===== src/rtl/fifo_sync.sv =====
// rtl/fifo_sync.sv - single-clock FIFO with normal/show-ahead read, level flags and sticky error flags
module fifo_sync #(
    parameter int addr_width = 4,
    parameter int data_width = 8,
    parameter int show_ahead = 0,
    parameter int af_level   = 12,
    parameter int ae_level   = 2
) (
    input  logic                  clk,
    input  logic                  rst,
    input  logic                  sclr,
    input  logic [data_width-1:0] data,
    input  logic                  wrreq,
    input  logic                  rdreq,
    output logic [data_width-1:0] q,
    output logic [addr_width:0]   usedw,
    output logic                  empty,
    output logic                  full,
    output logic                  almost_empty,
    output logic                  almost_full,
    output logic                  overflow,
    output logic                  underflow
);

    localparam int DEPTH = 1 << addr_width;
    localparam logic [addr_width:0] DEPTH_W = (addr_width+1)'(DEPTH);
    localparam logic [addr_width:0] AF_W    = (addr_width+1)'(af_level);
    localparam logic [addr_width:0] AE_W    = (addr_width+1)'(ae_level);

    logic [data_width-1:0] mem_q [DEPTH];
    logic [addr_width-1:0] wr_ptr_q, wr_ptr_d;
    logic [addr_width-1:0] rd_ptr_q, rd_ptr_d;
    logic [addr_width:0]   count_q, count_d;
    logic                  overflow_q, overflow_d;
    logic                  underflow_q, underflow_d;
    logic                  wr_acc, rd_acc, wr_en;
    logic [data_width-1:0] head;

    assign empty        = (count_q == '0);
    assign full         = (count_q == DEPTH_W);
    assign almost_empty = (count_q <= AE_W);
    assign almost_full  = (count_q >= AF_W);
    assign usedw        = count_q;
    assign overflow     = overflow_q;
    assign underflow    = underflow_q;
    assign head         = mem_q[rd_ptr_q];

    // A full FIFO still takes a write when a read frees the slot in the same cycle.
    assign wr_acc = wrreq && (!full || rdreq);
    assign rd_acc = rdreq && !empty;
    assign wr_en  = wr_acc && !sclr && !rst;

    always_comb begin
        wr_ptr_d    = wr_ptr_q;
        rd_ptr_d    = rd_ptr_q;
        count_d     = count_q;
        overflow_d  = overflow_q;
        underflow_d = underflow_q;
        if (sclr) begin
            wr_ptr_d    = '0;
            rd_ptr_d    = '0;
            count_d     = '0;
            overflow_d  = 1'b0;
            underflow_d = 1'b0;
        end else begin
            if (wr_acc) wr_ptr_d = wr_ptr_q + 1'b1;
            if (rd_acc) rd_ptr_d = rd_ptr_q + 1'b1;
            case ({wr_acc, rd_acc})
                2'b10:   count_d = count_q + 1'b1;
                2'b01:   count_d = count_q - 1'b1;
                default: count_d = count_q;
            endcase
            if (wrreq && !wr_acc) overflow_d  = 1'b1;
            if (rdreq && empty)   underflow_d = 1'b1;
        end
    end

    always_ff @(posedge clk) begin
        if (rst) begin
            wr_ptr_q    <= '0;
            rd_ptr_q    <= '0;
            count_q     <= '0;
            overflow_q  <= 1'b0;
            underflow_q <= 1'b0;
        end else begin
            wr_ptr_q    <= wr_ptr_d;
            rd_ptr_q    <= rd_ptr_d;
            count_q     <= count_d;
            overflow_q  <= overflow_d;
            underflow_q <= underflow_d;
        end
    end

    always_ff @(posedge clk) begin
        if (wr_en) mem_q[wr_ptr_q] <= data;
    end

    generate
        if (show_ahead != 0) begin : g_show_ahead
            assign q = empty ? '0 : head;
        end else begin : g_normal
            logic [data_width-1:0] q_q;
            always_ff @(posedge clk) begin
                if (rst) begin
                    q_q <= '0;
                end else if (sclr) begin
                    q_q <= '0;
                end else if (rd_acc) begin
                    q_q <= head;
                end
            end
            assign q = q_q;
        end
    endgenerate

endmodule


===== config.mk =====
export PLATFORM = sky130hd
export DESIGN_NAME = fifo_sync
export DESIGN_NICKNAME = d
export VERILOG_FILES = /design/src/rtl/fifo_sync.sv
export SDC_FILE = /design/constraint.sdc
export NUM_CORES = 1
export LEC_CHECK = 0
export BUFFER_PORTS_ARGS = -buffer_cell sky130_fd_sc_hd__buf_2
export CAP_MARGIN = 20
export CORE_UTILIZATION = 45
export CTS_CLUSTER_DIAMETER = 100
export DETAILED_ROUTE_END_ITERATION = 6
export GPL_TIMING_DRIVEN = 0
export HOLD_SLACK_MARGIN = 0.1
export RECOVER_POWER = 25
export SLEW_MARGIN = 5
export SYNTH_ARGS = -nofsm -noshare
export SYNTH_HDL_FRONTEND = slang
export SYNTH_SLANG_ARGS = --single-unit

===== constraint.sdc =====
create_clock -name clk -period 7 [get_ports clk]
set_input_delay 1.4 -clock clk [delete_from_list [all_inputs] [get_ports clk]]
set_output_delay 1.4 -clock clk [all_outputs]
set_load 0.05 [all_outputs]

==> impl_summary.txt <==
----------------------------------------------------
[Critical path]
  Critical path required time ... between 5 and 6 ns
  WP data arrival ... roughly 1.9 ns
  Setup slack of the worst register-to-register path ... around 3.9 ns
  Endpoint of the most critical register-to-register path ... usedw[4]
  Element type at the critical path end ... output pin
  Largest fanout on the critical path ... 8
  R2R depth ... 11
  Crit start category ... flop
  Critical setup path kind ... flop to output pin
  Startpoint of the worst register-to-register path ... usedw[0]

[Clocking]
  Cells resized by post-CTS repair ... 0
  Hold_buf cts ... 0
  Clock tree from TritonCTS ... yes
  Latest clock arrival within the worst-skew pair ... approximately 0.42 ns
  CTS Buf Count ... 17
  Clock-pin transition on the worst setup and hold timing paths ... 0.06 ns
  CTS Sinks ... 151
  Post-CTS setup-driven buffer insertion count ... 0
  CTS Root Cell ... sky130_fd_sc_hd__clkbuf_16
  Max clock buf depth ... 2
  Maximum level of the CTS H-tree ... 4

[GRT]
  Grt ovf ... 0
  Number of global-route vias before repair ... 3,270
  Maximum number of pins on one net before global-route repair ... 17
  Wire length of the first global-routing pass ... ~19 mm
  GRT Resource Usage Total ... approximately a fifth
  Number of antenna violations at the first check in global routing ... 0

[STA]
  Max-Slew Margin vs Limit ... 42.50%
  Final Hold Vio Count ... 0
  Clk_skew ... 0.006170 ns
  RSZ-0062 raised after global routing ... false
  Ratio of final minimum period to clock period ... a little under half
  Setup violations, final ... 0
  Post-Route Setup TNS ... 0 ns
  Max Transition Viols Final ... 0
  Slack of the critical path ... around 3.7 ns
  Slew at the pin closest to its max-slew limit ... around 0.86 ns
  Highest clock rate ... 303.2 MHz
  Min Tclk post-route ... 3.298 ns

[Min path]
  Cell depth of the worst hold path ... 2
  Worst min path class ... flop to flop
  Hold path startpoint ... overflow
  Hold path endpoint ... overflow

[Yosys]
  Mean instance size in the synthesized netlist ... 16.20 um^2
  Flip-flop and latch count after synthesis ... between 150 and 200
  Main combinational cell family by area after synthesis ... multiplexers
  Number of enable flip-flop cells after synthesis ... between 100 and 150
  Ys flop type ... sky130_fd_sc_hd__edfxtp_1
  Compound-cell area share of the yosys netlist ... 6.547%
  Post-synthesis share of cell area spent on and, or, nand and nor gates ... about 5.2%
  Adder and majority gate portion of the synthesized area ... under 10%
  Netlist cell types ... 41
  Netlist Area Pre-Place ... 6058 um^2
  Instance count of the mapped netlist ... around 370
  Fraction of the yosys area taken by sequential cells ... a little under three quarters
  Number of nets in the synthesized netlist ... between 300 and 400
  Portion of netlist area occupied by mux cells ... 11.73%
  FFs w/ async S/R, synth ... 0%
  YS warnings ... 0
  Post-Synth XOR/XNOR Area ... about 1.2%

[Finish]
  Filler instances ... 1,097
  Share of layout cells above drive strength 1 ... approximately 20%
  Number of diodes ... 0
  Relative area change from synthesis to final layout ... 14.79%
  Net count reported at finish ... 447

[Power]
  Total design power ... roughly 1900 uW
  Highest ir drop seen on vdd ... 0.1214 mV
  Leak pwr ... around 0.0023 uW
  Clock power share ... a little over two fifths
  Power Density ... around 270 nW/um^2
  Switching Power ... slightly below 400 uW
  Combinational power share ... under 10%
  Seq pwr share ... 52.4%
  Switching share of power ... roughly a fifth
  Internal power summed over all cells ... 1491 uW

[Drt]
  Mean routed wirelength per cell ... 20.03 um
  Detailed-route via count ... 3,323
  Vias/cell ... about 5.4
  Total iterations of the first detailed-routing run ... 5
  Post-route ant nets ... 0
  Remaining DRCs ... 0
  Number of design-rule violations left by the first detailed-router iteration ... roughly 390
  Total Wirelength ... 12.28 mm

[Floorplanning]
  Number of ports placed on the die boundary ... 32
  Initial core utilization ... 45.93%
  FP Rows ... between 40 and 50
  DIE AREA ... ~14,000 um^2
  Die outline width ... approximately 120 um
  Floorplan die height ... roughly 120 um
  Core Region ... around 13,000 um^2

[Job]
  Max-Cap Viols ... 0

[Place]
  DP Worst Slack ... 3.363 ns
  Number of port buffers ... 31
  HPWL reported at the end of detailed placement ... about 8 mm
  GP Congestion ... between 0.8 and 0.9

[Run status]
  Result of the run ... finished, final reports clean

----------------------------------------------------
## metal layers
layer / global-route usage, % / wire length, um / up-vias
li1: - / - / 1548
met1: 26.33 / 5737 / 1645
met2: 26.95 / 5501 / 110
met3: 4.942 / 726 / 20
met4: 9.295 / 312 / 0
met5: 0 / 0 / -
## cell families after synthesis
group	Yosys count
fa+ha+maj	10
buf+inv	26
compound gates	58
xor+xnor	8
flops	151
simple gates	70
mux	51
## cell type report
type	instances	area, um^2	share of cell area (%)
plain buffers	21	110.1	1.583
clock buffers	28	506.7	7.287
inverters	5	18.77	0.2699
well taps	176	220.2	3.167
multi-input cells	197	1625	23.37
clock inverters	4	20.02	0.2879
flip-flops and latches	151	4304	61.89
repair buffers	31	148.9	2.141
## state kept, by name, indices dropped and copies added (netlist names)
| name | flops |
|---|---|
| mem_q | 128 |
| overflow | 1 |
| q | 8 |
| rd_ptr_q | 4 |
| underflow | 1 |
| usedw | 5 |
| wr_ptr_q | 4 |
## layout by cell type, fill, tap and decap left out, types with 4 or more instances in the layout
| master | instances |
|---|---|
| sky130_fd_sc_hd__buf_2 | 31 |
| sky130_fd_sc_hd__mux4_2 | 16 |
| sky130_fd_sc_hd__clkinv_2 | 4 |
| sky130_fd_sc_hd__nor2_1 | 33 |
| sky130_fd_sc_hd__ha_1 | 9 |
| sky130_fd_sc_hd__clkbuf_1 | 21 |
| sky130_fd_sc_hd__nand3_1 | 4 |
| sky130_fd_sc_hd__o22ai_1 | 16 |
| sky130_fd_sc_hd__dfxtp_1 | 23 |
| sky130_fd_sc_hd__nor3_1 | 9 |
| sky130_fd_sc_hd__a21oi_1 | 14 |
| sky130_fd_sc_hd__edfxtp_1 | 128 |
| sky130_fd_sc_hd__o21ai_1 | 7 |
| sky130_fd_sc_hd__clkbuf_8 | 4 |
| sky130_fd_sc_hd__a22oi_1 | 8 |
| sky130_fd_sc_hd__mux2i_1 | 35 |
| sky130_fd_sc_hd__clkbuf_16 | 17 |
| sky130_fd_sc_hd__xor2_1 | 5 |
| sky130_fd_sc_hd__nand2_1 | 12 |
## power by group through the flow
stage                     logic, uW  clock network, uW  registers [uW]
after global placement         78.1                  0            1000
final                          78.5                815             984
after floorplan                39.8                  0            1010
after CTS                      79.9                823             984
after global routing           84.8                859             984
after detailed placement       79.8                  0            1000
## worst max path at each step
| stage | from | slack [ns] | end |
|---|---|---|---|
| 3_5_place_dp | rdreq | 3.36 | usedw[4] |
| 4_1_cts | usedw[0] | 3.66 | empty |
| 5_1_grt | usedw[0] | 3.61 | empty |
| 6_report | usedw[0] | 3.70 | empty |
| 2_1_floorplan | usedw[1] | 2.52 | almost_empty |
| 3_3_place_gp | rdreq | 3.39 | usedw[4] |
## Yosys cell counts (2+ instances only)
master                     instances  area (um^2)
sky130_fd_sc_hd__a21o_1            2        15.01
sky130_fd_sc_hd__o21a_1            2        15.01
sky130_fd_sc_hd__o22ai_1          16        100.1
sky130_fd_sc_hd__inv_2             2        7.510
sky130_fd_sc_hd__nor3_1            9        45.04
sky130_fd_sc_hd__edfxtp_1        128         3844
sky130_fd_sc_hd__a22oi_1           8        60.06
sky130_fd_sc_hd__or3_1             2        12.51
sky130_fd_sc_hd__nand2_1          12        45.04
sky130_fd_sc_hd__xor2_1            5        43.79
sky130_fd_sc_hd__mux4_2           16        360.4
sky130_fd_sc_hd__buf_6             3        33.78
sky130_fd_sc_hd__mux2i_1          35        350.3
sky130_fd_sc_hd__inv_1             3        11.26
sky130_fd_sc_hd__buf_1             2        7.510
sky130_fd_sc_hd__o21ai_1           7        35.03
sky130_fd_sc_hd__ha_1              9        112.6
sky130_fd_sc_hd__xnor2_1           3        26.28
sky130_fd_sc_hd__nand3_1           4        20.02
sky130_fd_sc_hd__buf_2             5        25.02
sky130_fd_sc_hd__nor2b_1           3        18.77
sky130_fd_sc_hd__o211ai_1          2        15.01
sky130_fd_sc_hd__nand3b_1          2        15.01
sky130_fd_sc_hd__clkbuf_1          9        33.78
sky130_fd_sc_hd__nor2_1           33        123.9
sky130_fd_sc_hd__a21oi_1          14        70.07
sky130_fd_sc_hd__clkbuf_2          2        10.01
sky130_fd_sc_hd__dfxtp_1          23        460.4
## worst max-delay path: stages (launching register included)
cell and delay, ns:
sky130_fd_sc_hd__dfxtp_1 0.37, sky130_fd_sc_hd__or4_1 0.56, sky130_fd_sc_hd__buf_6 0.16, sky130_fd_sc_hd__nor2_1 0.11, sky130_fd_sc_hd__buf_2 0.28
## metrics by stage
| step | cells | util (%) | area, um^2 | hold WS, ns |
|---|---|---|---|---|
| 5_1_grt | 613 | 52.72 | 6954 | 0.5095 |
| 6_report | 613 | 52.72 | 6954 | 0.4724 |
| 3_5_place_dp | 581 | 48.78 | 6434 | 0.4621 |
| 2_1_floorplan | 374 | - | 6058 | 0.4772 |
| 4_1_cts | 613 | 52.77 | 6960 | 0.4780 |
| 3_3_place_gp | 581 | 48.78 | 6434 | 0.4444 |
Power figures use the tool's default switching activity.
